==> src/rtl/branch_resolve_queue_pkg.sv <==
// branch_resolve_queue_pkg: shared entry type and sizing constants for the branch resolve queue
package branch_resolve_queue_pkg;
  localparam int XLEN = 32;
  localparam int DEFAULT_DEPTH = 4;
  typedef struct packed {
    logic [XLEN-1:0] pc;
    logic pred;
    logic [XLEN-1:0] pred_target;
  } bq_entry_t;
endpackage

==> src/rtl/branch_resolve_queue_bq_fifo.sv <==
// bq_fifo: circular entry store with wrapping pointers, occupancy count and single-cycle clear
module bq_fifo
  import branch_resolve_queue_pkg::*;
#(
  parameter int DEPTH = DEFAULT_DEPTH,
  parameter int PTR_W = $clog2(DEPTH)
) (
  input  logic      clk,
  input  logic      reset,
  input  logic      push,
  input  logic      pop,
  input  logic      clear,
  input  bq_entry_t din,
  output bq_entry_t head,
  output logic      full,
  output logic      empty
);
  localparam logic [PTR_W:0] FULL = (PTR_W+1)'(DEPTH);
  logic [PTR_W-1:0] wr_ptr, rd_ptr;
  logic [PTR_W:0] count;
  bq_entry_t mem [DEPTH];
  assign head = mem[rd_ptr];
  assign full = count == FULL;
  assign empty = count == '0;
  always_ff @(posedge clk)
    if (reset || clear) begin
      wr_ptr <= '0;
      rd_ptr <= '0;
      count <= '0;
    end else begin
      if (push) wr_ptr <= wr_ptr + 1'b1;
      if (pop) rd_ptr <= rd_ptr + 1'b1;
      count <= count + {{PTR_W{1'b0}}, push} - {{PTR_W{1'b0}}, pop};
    end
  // storage is intentionally left uninitialised by reset
  always_ff @(posedge clk)
    if (push && !clear) mem[wr_ptr] <= din;
endmodule

==> src/rtl/branch_resolve_queue.sv <==
// branch_resolve_queue: tracks in-flight predicted branches, resolves them in order and redirects fetch on mispredict
module branch_resolve_queue
  import branch_resolve_queue_pkg::*;
#(
  parameter int DEPTH = DEFAULT_DEPTH,
  parameter int PTR_W = $clog2(DEPTH)
) (
  input  logic            clk,
  input  logic            reset,
  input  logic            enq_valid,
  input  logic [XLEN-1:0] enq_pc,
  input  logic            enq_pred,
  input  logic [XLEN-1:0] enq_pred_target,
  output logic            enq_ready,
  input  logic            res_valid,
  input  logic            res_taken,
  input  logic [XLEN-1:0] res_target,
  output logic            prev_branch_in,
  output logic [XLEN-1:0] prev_pc,
  output logic            prev_taken,
  output logic            redirect_valid,
  output logic [XLEN-1:0] redirect_pc,
  output logic [31:0]     br_count,
  output logic [31:0]     mispred_count,
  output logic            underflow_err
);
  bq_entry_t head;
  logic full, empty, enq_fire, res_act, res_fire, mispred;
  assign enq_ready = !full && !redirect_valid;
  assign enq_fire = enq_valid && enq_ready;
  assign res_act = res_valid && !redirect_valid;
  assign res_fire = res_act && !empty;
  assign mispred = res_fire && ((head.pred != res_taken) || (res_taken && head.pred_target != res_target));
  bq_fifo #(.DEPTH(DEPTH), .PTR_W(PTR_W)) u_fifo (
    .clk(clk),
    .reset(reset),
    .push(enq_fire && !mispred),
    .pop(res_fire),
    .clear(mispred),
    .din('{pc: enq_pc, pred: enq_pred, pred_target: enq_pred_target}),
    .head(head),
    .full(full),
    .empty(empty)
  );
  always_ff @(posedge clk)
    if (reset) begin
      prev_branch_in <= 1'b0;
      prev_pc <= '0;
      prev_taken <= 1'b0;
      redirect_valid <= 1'b0;
      redirect_pc <= '0;
      br_count <= '0;
      mispred_count <= '0;
      underflow_err <= 1'b0;
    end else begin
      prev_branch_in <= res_fire;
      redirect_valid <= mispred;
      if (res_fire) begin
        prev_pc <= head.pc;
        prev_taken <= res_taken;
        br_count <= br_count + 32'd1;
      end
      if (mispred) begin
        redirect_pc <= res_taken ? res_target : head.pc + 32'd4;
        mispred_count <= mispred_count + 32'd1;
      end
      if (res_act && empty) underflow_err <= 1'b1;
    end
endmodule
==> config.mk <==
export PLATFORM = sky130hd
export DESIGN_NAME = branch_resolve_queue
export DESIGN_NICKNAME = d
export VERILOG_FILES = /design/src/rtl/branch_resolve_queue_pkg.sv /design/src/rtl/branch_resolve_queue_bq_fifo.sv /design/src/rtl/branch_resolve_queue.sv
export SDC_FILE = /design/constraint.sdc
export NUM_CORES = 1
export LEC_CHECK = 0
export CORE_MARGIN = 8
export CORE_UTILIZATION = 49
export DETAILED_ROUTE_END_ITERATION = 10
export GPL_TIMING_DRIVEN = 0
export HOLD_SLACK_MARGIN = 0.15
export PLACE_DENSITY_LB_ADDON = 0.1
export SETUP_SLACK_MARGIN = 0.15
export SLEW_MARGIN = 20
export SYNTH_ARGS = -nofsm -noshare
export SYNTH_HDL_FRONTEND = slang
export SYNTH_SLANG_ARGS = --single-unit
==> constraint.sdc <==
create_clock -name clk -period 4.61 [get_ports clk]
set_input_delay 0.922 -clock clk [delete_from_list [all_inputs] [get_ports clk]]
set_output_delay 0.922 -clock clk [all_outputs]
set_load 0.005 [all_outputs]
==> results of run 1 <==
[layer usage]
metal	vias up	GRT usage	routed length [microns]
met3	80	0.0373	2950
met2	407	0.369	22100
met5	-	0	0
met1	5686	0.305	19900
met4	0	0.0694	1350
li1	5269	-	-
[state kept, by name, summed over array words and instances (netlist names), named ones only]
| register | count |
|---|---|
| underflow_err | 1 |
| prev_pc | 32 |
| prev_branch_in | 1 |
| redirect_pc | 32 |
| mispred_count | 32 |
| u_fifo.count | 3 |
| redirect_valid | 1 |
| u_fifo.rd_ptr | 2 |
| u_fifo.mem | 260 |
| prev_taken | 1 |
| u_fifo.wr_ptr | 2 |
| br_count | 32 |
[layout make-up]
type / count / area [sq um]
Tap cell: 448 / 561
Multi-Input combinational cell: 759 / 5650
Fill cell: 2540 / 12300
Inverter: 26 / 97.6
Buffer: 64 / 423
Clock buffer: 56 / 1190
Clock inverter: 22 / 166
Sequential cell: 401 / 10600
Antenna cell: 1 / 2.50
Timing Repair Buffer: 242 / 2460
[worst min-delay path by stage]
stage | startpoint | to | slack [ns] | depth (start not counted)
final | prev_pc[30]$_SDFFE_PP0P_ | prev_pc[30]$_SDFFE_PP0P_ | 0.45 | 2
after global placement | redirect_pc[8]$_SDFFE_PP0P_ | redirect_pc[8]$_SDFFE_PP0P_ | 0.44 | 2
after global routing | prev_pc[28]$_SDFFE_PP0P_ | prev_pc[28]$_SDFFE_PP0P_ | 0.48 | 2
after detailed placement | redirect_pc[14]$_SDFFE_PP0P_ | redirect_pc[14]$_SDFFE_PP0P_ | 0.45 | 2
after floorplan | redirect_pc[23]$_SDFFE_PP0P_ | redirect_pc[23]$_SDFFE_PP0P_ | 0.45 | 2
after CTS | redirect_pc[14]$_SDFFE_PP0P_ | redirect_pc[14]$_SDFFE_PP0P_ | 0.45 | 2
[through the flow]
stage	total power, mW	setup TNS (ns)	util	std cells
after floorplan	6.38	0	-	1250
after global placement	7.59	-276.78	0.584	1931
after detailed placement	7.67	-65.66	0.587	1935
after CTS	11.0	0	0.630	2016
after global routing	11.4	0	0.633	2019
final	11.0	0	0.633	2019
[Yosys cell counts, drive strengths merged (3+ instances only)]
library cell / instances
edfxtp: 260
nand2: 147
dfxtp: 141
a21oi: 83
nor2: 79
mux4: 55
xnor2: 52
nand3: 49
clkbuf: 34
xor2: 34
buf: 30
inv: 26
mux2i: 22
nand4: 22
and3: 21
o21ai: 18
or3: 15
o41ai: 13
or4: 13
and2: 12
o31ai: 11
a211o: 10
nor3: 10
ha: 9
or2: 9
mux2: 8
nor4: 8
o311ai: 8
and4: 7
o22ai: 7
nor2b: 6
o2111ai: 6
a211oi: 4
o211ai: 4
a222oi: 3
[worst min-delay path: cells and delay by family, from the launching register on]
family | cells | cell delay, ns
compound gates | 1 | 0.05
simple gates | 1 | 0.05
flops | 1 | 0.31
[power breakdown]
part | total [mW] | switching [mW] | internal, mW
registers | 4.58 | 0.203 | 4.38
logic | 3.09 | 1.74 | 1.35
clock network | 3.30 | 1.37 | 1.93
[repair_timing]
action | in CTS | in global routing
pin swaps | 6 | 4
gates resized for setup | 20 | 14
setup buffers | 3 | 2
setup endpoints to repair | 156 | 85
hold buffers | 0 | 0
[cell usage in the layout (no fill, tap or decap), types with 10 or more instances in the layout]
master / count
nand3_1: 49
xor2_1: 34
edfxtp_1: 260
o21ai_0: 12
clkbuf_1: 43
a21oi_1: 83
inv_1: 24
nor2_1: 79
and2_1: 12
nand4_1: 22
and3_1: 17
buf_6: 13
a211o_1: 10
mux4_2: 55
or4_1: 12
xnor2_1: 44
nand2_1: 146
nor3_1: 10
o41ai_1: 12
o31ai_1: 11
clkdlybuf4s50_1: 229
clkbuf_16: 45
dfxtp_1: 140
or3_1: 15
mux2i_1: 21
[cells by family (layout without fill, tap and decap cells)]
| kind of cell | count (synthesis) | in the layout | synth area share |
|---|---|---|---|
| buffers and inverters | 90 | 410 | 0.0285 |
| AND/OR/NAND/NOR | 401 | 401 | 0.116 |
| adder cells (fa/ha/maj) | 10 | 10 | 0.00797 |
| multiplexers | 85 | 85 | 0.0934 |
| AO/OA/AOI/OAI | 177 | 177 | 0.0694 |
| other | 0 | 1 | 0 |
| flip-flops | 401 | 401 | 0.639 |
| XOR/XNOR | 86 | 86 | 0.0453 |
==> results.yml, run 1 <==
global_routing:
  grt_pass1_vias: 11512
  grt_pass1_wl_microns: 70400
  antenna_found_initial: 1
  grt_max_degree: 42
  track_usage: 0.225
  overflow: 0
clock_network:
  cts.clk_slew.worst_paths_ns: 0.06
  h-tree-depth: 2
  clock_path_buffers: 3
  cts-root-buf: "clkbuf_16"
  cts_sinks: 401
  clock_latency_ns: 0.53
  cts_made_buffers: 43
  tritoncts: "done"
place:
  gp_congestion: 0.866
  dpl.hpwl_microns: 33700
  port-buffer-count: 233
  dp_slack_ns: -0.595
  dpl_cell_area_sq_um: 19600
logic_synthesis:
  syn_avg_cell_area_sq_um: 13.3
  synthArstFlopShare: 0
  yosys.area.top_type_share: 0.469
  synth_top_flop_cell: "edfxtp_1"
  synth_cells: 1250
  netlist_area_sq_um: 16600
  synth_cell_types: 57
  syn_nets: 1362
  synth_edf_count: 260
  synth_top_area_cell: "edfxtp_1"
  synthTopCellsByArea: "edfxtp_1, dfxtp_1, mux4_2"
  yosys_warnings: 0
  synth_seq_cells: 401
  ys_seq_area_frac: 0.639
sta:
  hold_viol_final: 0
  fmax_ghz: 0.229
  relSlewSlack: 0.472
  rsz0062_at_grt: "false"
  period_needed_ns: 4.37
  timing.final.ws_setup_ns: 0.242
  finalCritPeriodShare: 0.947
  clock_skew_ns: 0.0103
  whs_ns: 0.454
  worst_pin_slew_ns: 0.790
  setup_viol: 0
  drv_slew: 0
routing:
  post_drt_wl_per_cell_microns: 23.0
  first_pass_iters: 5
  routed_wirelength_microns: 46300
  ant_nets: 0
  first_iter_violations: 824
  viasPerCell: 5.67
  num_vias: 11442
  drcViolationCount: 0
setup_path:
  critPathArrivalTime_ns: 4.79
  cp_top_family: "buffers and inverters"
  path_max_fanout: 10
  crit_type: "in -> reg"
  worst-path-stages: 18
  critPathLaunch: "res_target[7]"
  end_kind: "flip-flop"
  rrSetupSlack_ns: 0.27
  worstReg2RegEnd: "u_fifo.count[2]$_SDFF_PP0_"
  cp_slowest_stage_delay_ns: 0.58
  endpoint: "u_fifo.count[2]$_SDFF_PP0_"
  path_cells: "clkdlybuf4s50_1, inv_2, a222oi_1, a22oi_1, or4_4, nor4_4, buf_4, a21bo_4, buf_12, buf_8, nand2_1, ha_1, inv_1, ha_1, fa_1, xnor2_1, xnor2_1, nor2_1"
  crit_buf_inv: 6
  cp-start-kind: "primary input"
  cp_slowest_cell: "or4_4"
  worst_ep_required_time_ns: 5.03
  reg2reg_depth: 19
power_and_ir_drop:
  power_leakage_nw: 6.91
  irDropWorstVdd_mv: 0.367
  powerDensity_nw_per_um2: 518
floorplan:
  start_util: 0.497
  chipHeight_microns: 200
  die_area_sq_um: 40100
  ioPinCount: 235
  dieWidth_microns: 200
  coreArea_sq_um: 33400
  rows: 67
final_layout:
  finish.instance_area_sq_um: 21200
  drive_gt1_frac: 0.120
  syn_to_final_growth_pct: 27.3
  nNetsFinal: 1649
status:
  status: "finished, final reports clean"
worst_hold_path:
  holdCritPathClass: "reg -> reg"
job:
  max_cap_violations: 0
(Power assumes the default switching activity.)
==> run 2: changes to the inputs <==
PLACE_DENSITY = 0.73   (was unset)
PLACE_DENSITY_LB_ADDON = unset   (was 0.1)
==> run 2 against run 1 <==
  * Global-route usage is 0.38 points lower
  * Total power is 0.57% higher
  * Flip-flop and latch count stayed put
  * Largest cell class unchanged
  * Highest routed layer unchanged
==> results.yml, run 2 (synthesized netlist as in run 1, its figures left out) <==
routing:
  ant_nets: 0
  viasPerCell: 5.82
  routed_wirelength_microns: 46500
  num_vias: 11768
  first_pass_iters: 6
  first_iter_violations: 1028
  post_drt_wl_per_cell_microns: 23.0
  drcViolationCount: 0
sta:
  hold_viol_final: 0
  setup_viol: 0
  clock_skew_ns: 0.0182
  drv_slew: 0
  period_needed_ns: 4.34
  finalCritPeriodShare: 0.942
  rsz0062_at_grt: "false"
  whs_ns: 0.453
  relSlewSlack: 0.502
  worst_pin_slew_ns: 0.745
  fmax_ghz: 0.230
setup_path:
  critPathArrivalTime_ns: 4.76
  path_max_fanout: 10
  cp-start-kind: "flip-flop"
  worstReg2RegEnd: "u_fifo.count[2]$_SDFF_PP0_"
  worst_ep_required_time_ns: 5.03
  end_kind: "flip-flop"
  rrSetupSlack_ns: 0.27
  reg2reg_depth: 18
  crit_type: "reg -> reg"
global_routing:
  overflow: 0
  grt_max_degree: 46
  antenna_found_initial: 1
  grt_pass1_vias: 11446
  track_usage: 0.222
  grt_pass1_wl_microns: 69000
final_layout:
  top_register: "u_fifo.mem"
  finish.instance_area_sq_um: 21200
  syn_to_final_growth_pct: 27.7
  layout_common_cells: "edfxtp_1, clkdlybuf4s50_1, nand2_1"
  drive_gt1_frac: 0.119
  largest_register_ffs: 260
  layout_commonest_cell: "edfxtp_1"
  nNetsFinal: 1650
clock_network:
  cts_made_buffers: 42
  tritoncts: "done"
  cts-root-buf: "clkbuf_16"
  cts_sinks: 401
  h-tree-depth: 2
  hold_buffers: 0
  cts.clk_slew.worst_paths_ns: 0.06
  clock_latency_ns: 0.54
  clock_path_buffers: 3
place:
  dpl_cell_area_sq_um: 19600
  port-buffer-count: 233
  dpl.hpwl_microns: 33600
  gp_congestion: 0.875
floorplan:
  rows: 67
  die_area_sq_um: 40100
  dieWidth_microns: 200
  start_util: 0.497
  chipHeight_microns: 200
  coreArea_sq_um: 33400
  ioPinCount: 235
power_and_ir_drop:
  irDropWorstVdd_mv: 0.339
  powerDensity_nw_per_um2: 519
  power_leakage_nw: 6.97
worst_hold_path:
  holdCritPathClass: "reg -> reg"
  min_path_cells: 2
  hold_start: "prev_pc[13]$_SDFFE_PP0P_"
  min_to: "prev_pc[13]$_SDFFE_PP0P_"
job:
  max_cap_violations: 0
status:
  status: "finished, final reports clean"
run 2: cell count changes in the layout (fill, tap and decap cells not counted), sizes merged:
cell,before,now
buf,39,41
clkbuf,90,95
clkinv,16,14
clkinvlp,4,1
dlygate4sd2,4,3
dlymetal6s2s,0,1
run 2: critical path, stage by stage, from the launching register on:
cell	delay, ns
dfxtp_1	0.35
buf_12	0.16
buf_12	0.17
mux4_2	0.57
xnor2_4	0.24
nand4_1	0.13
or4_4	0.45
nor4_4	0.32
a21bo_4	0.21
buf_6	0.17
buf_8	0.16
nand2_1	0.07
ha_1	0.28
inv_1	0.04
ha_1	0.18
fa_2	0.36
xnor2_2	0.14
xnor2_1	0.14
nor2_1	0.05
run 2: area by class of cell:
type	count	area (sq um)
Fill cell	2454	12200
Sequential cell	401	10600
Multi-Input combinational cell	759	5660
Timing Repair Buffer	244	2490
Clock buffer	61	1250
Tap cell	448	561
Buffer	64	427
Clock inverter	17	133
Inverter	26	97.6
Antenna cell	1	2.50
run 2: metal layers:
layer / GRT usage / vias up / wire, microns
met5: 0 / - / 0
met4: 0.0755 / 0 / 1240
met3: 0.0591 / 92 / 4830
met2: 0.359 / 605 / 22100
met1: 0.285 / 5798 / 18300
li1: - / 5273 / -
run 2: timing repair:
action,4_1_cts,5_1_grt
gates resized for setup,15,18
pin swaps,3,7
buffers inserted,3,4
setup endpoints to repair,184,30
run 2: worst max-delay path by stage:
| stage | start | to | slack [ns] |
|---|---|---|---|
| 2_1_floorplan | res_target[5] | u_fifo.count[2]$_SDFF_PP0_ | 0.63 |
| 3_3_place_gp | res_target[5] | u_fifo.mem[2][39]$_DFFE_PP_ | -1.09 |
| 3_5_place_dp | res_target[5] | u_fifo.count[2]$_SDFF_PP0_ | -0.57 |
| 4_1_cts | res_target[7] | u_fifo.count[2]$_SDFF_PP0_ | 0.16 |
| 5_1_grt | flip-flop | u_fifo.count[2]$_SDFF_PP0_ | 0.15 |
| 6_report | flip-flop | u_fifo.count[2]$_SDFF_PP0_ | 0.27 |
run 2: power by group:
| group | switching, mW | total, mW | internal (mW) |
|---|---|---|---|
| sequential | 0.200 | 4.57 | 4.37 |
| combinational | 1.74 | 3.11 | 1.37 |
| clock | 1.35 | 3.34 | 1.99 |
| total | 3.29 | 11.0 | 7.73 |
run 2: through the flow:
step	total power, mW	instances	setup WS, ns	setup TNS, ns	utilization
global placement	7.53	1931	-1.09	-279.00	0.584
detailed placement	7.62	1935	-0.566	-50.69	0.587
floorplan	6.38	1250	0.634	0	-
finish	11.0	2021	0.270	0	0.635
global route	11.5	2021	0.150	0	0.635
CTS	11.0	2016	0.162	0	0.631
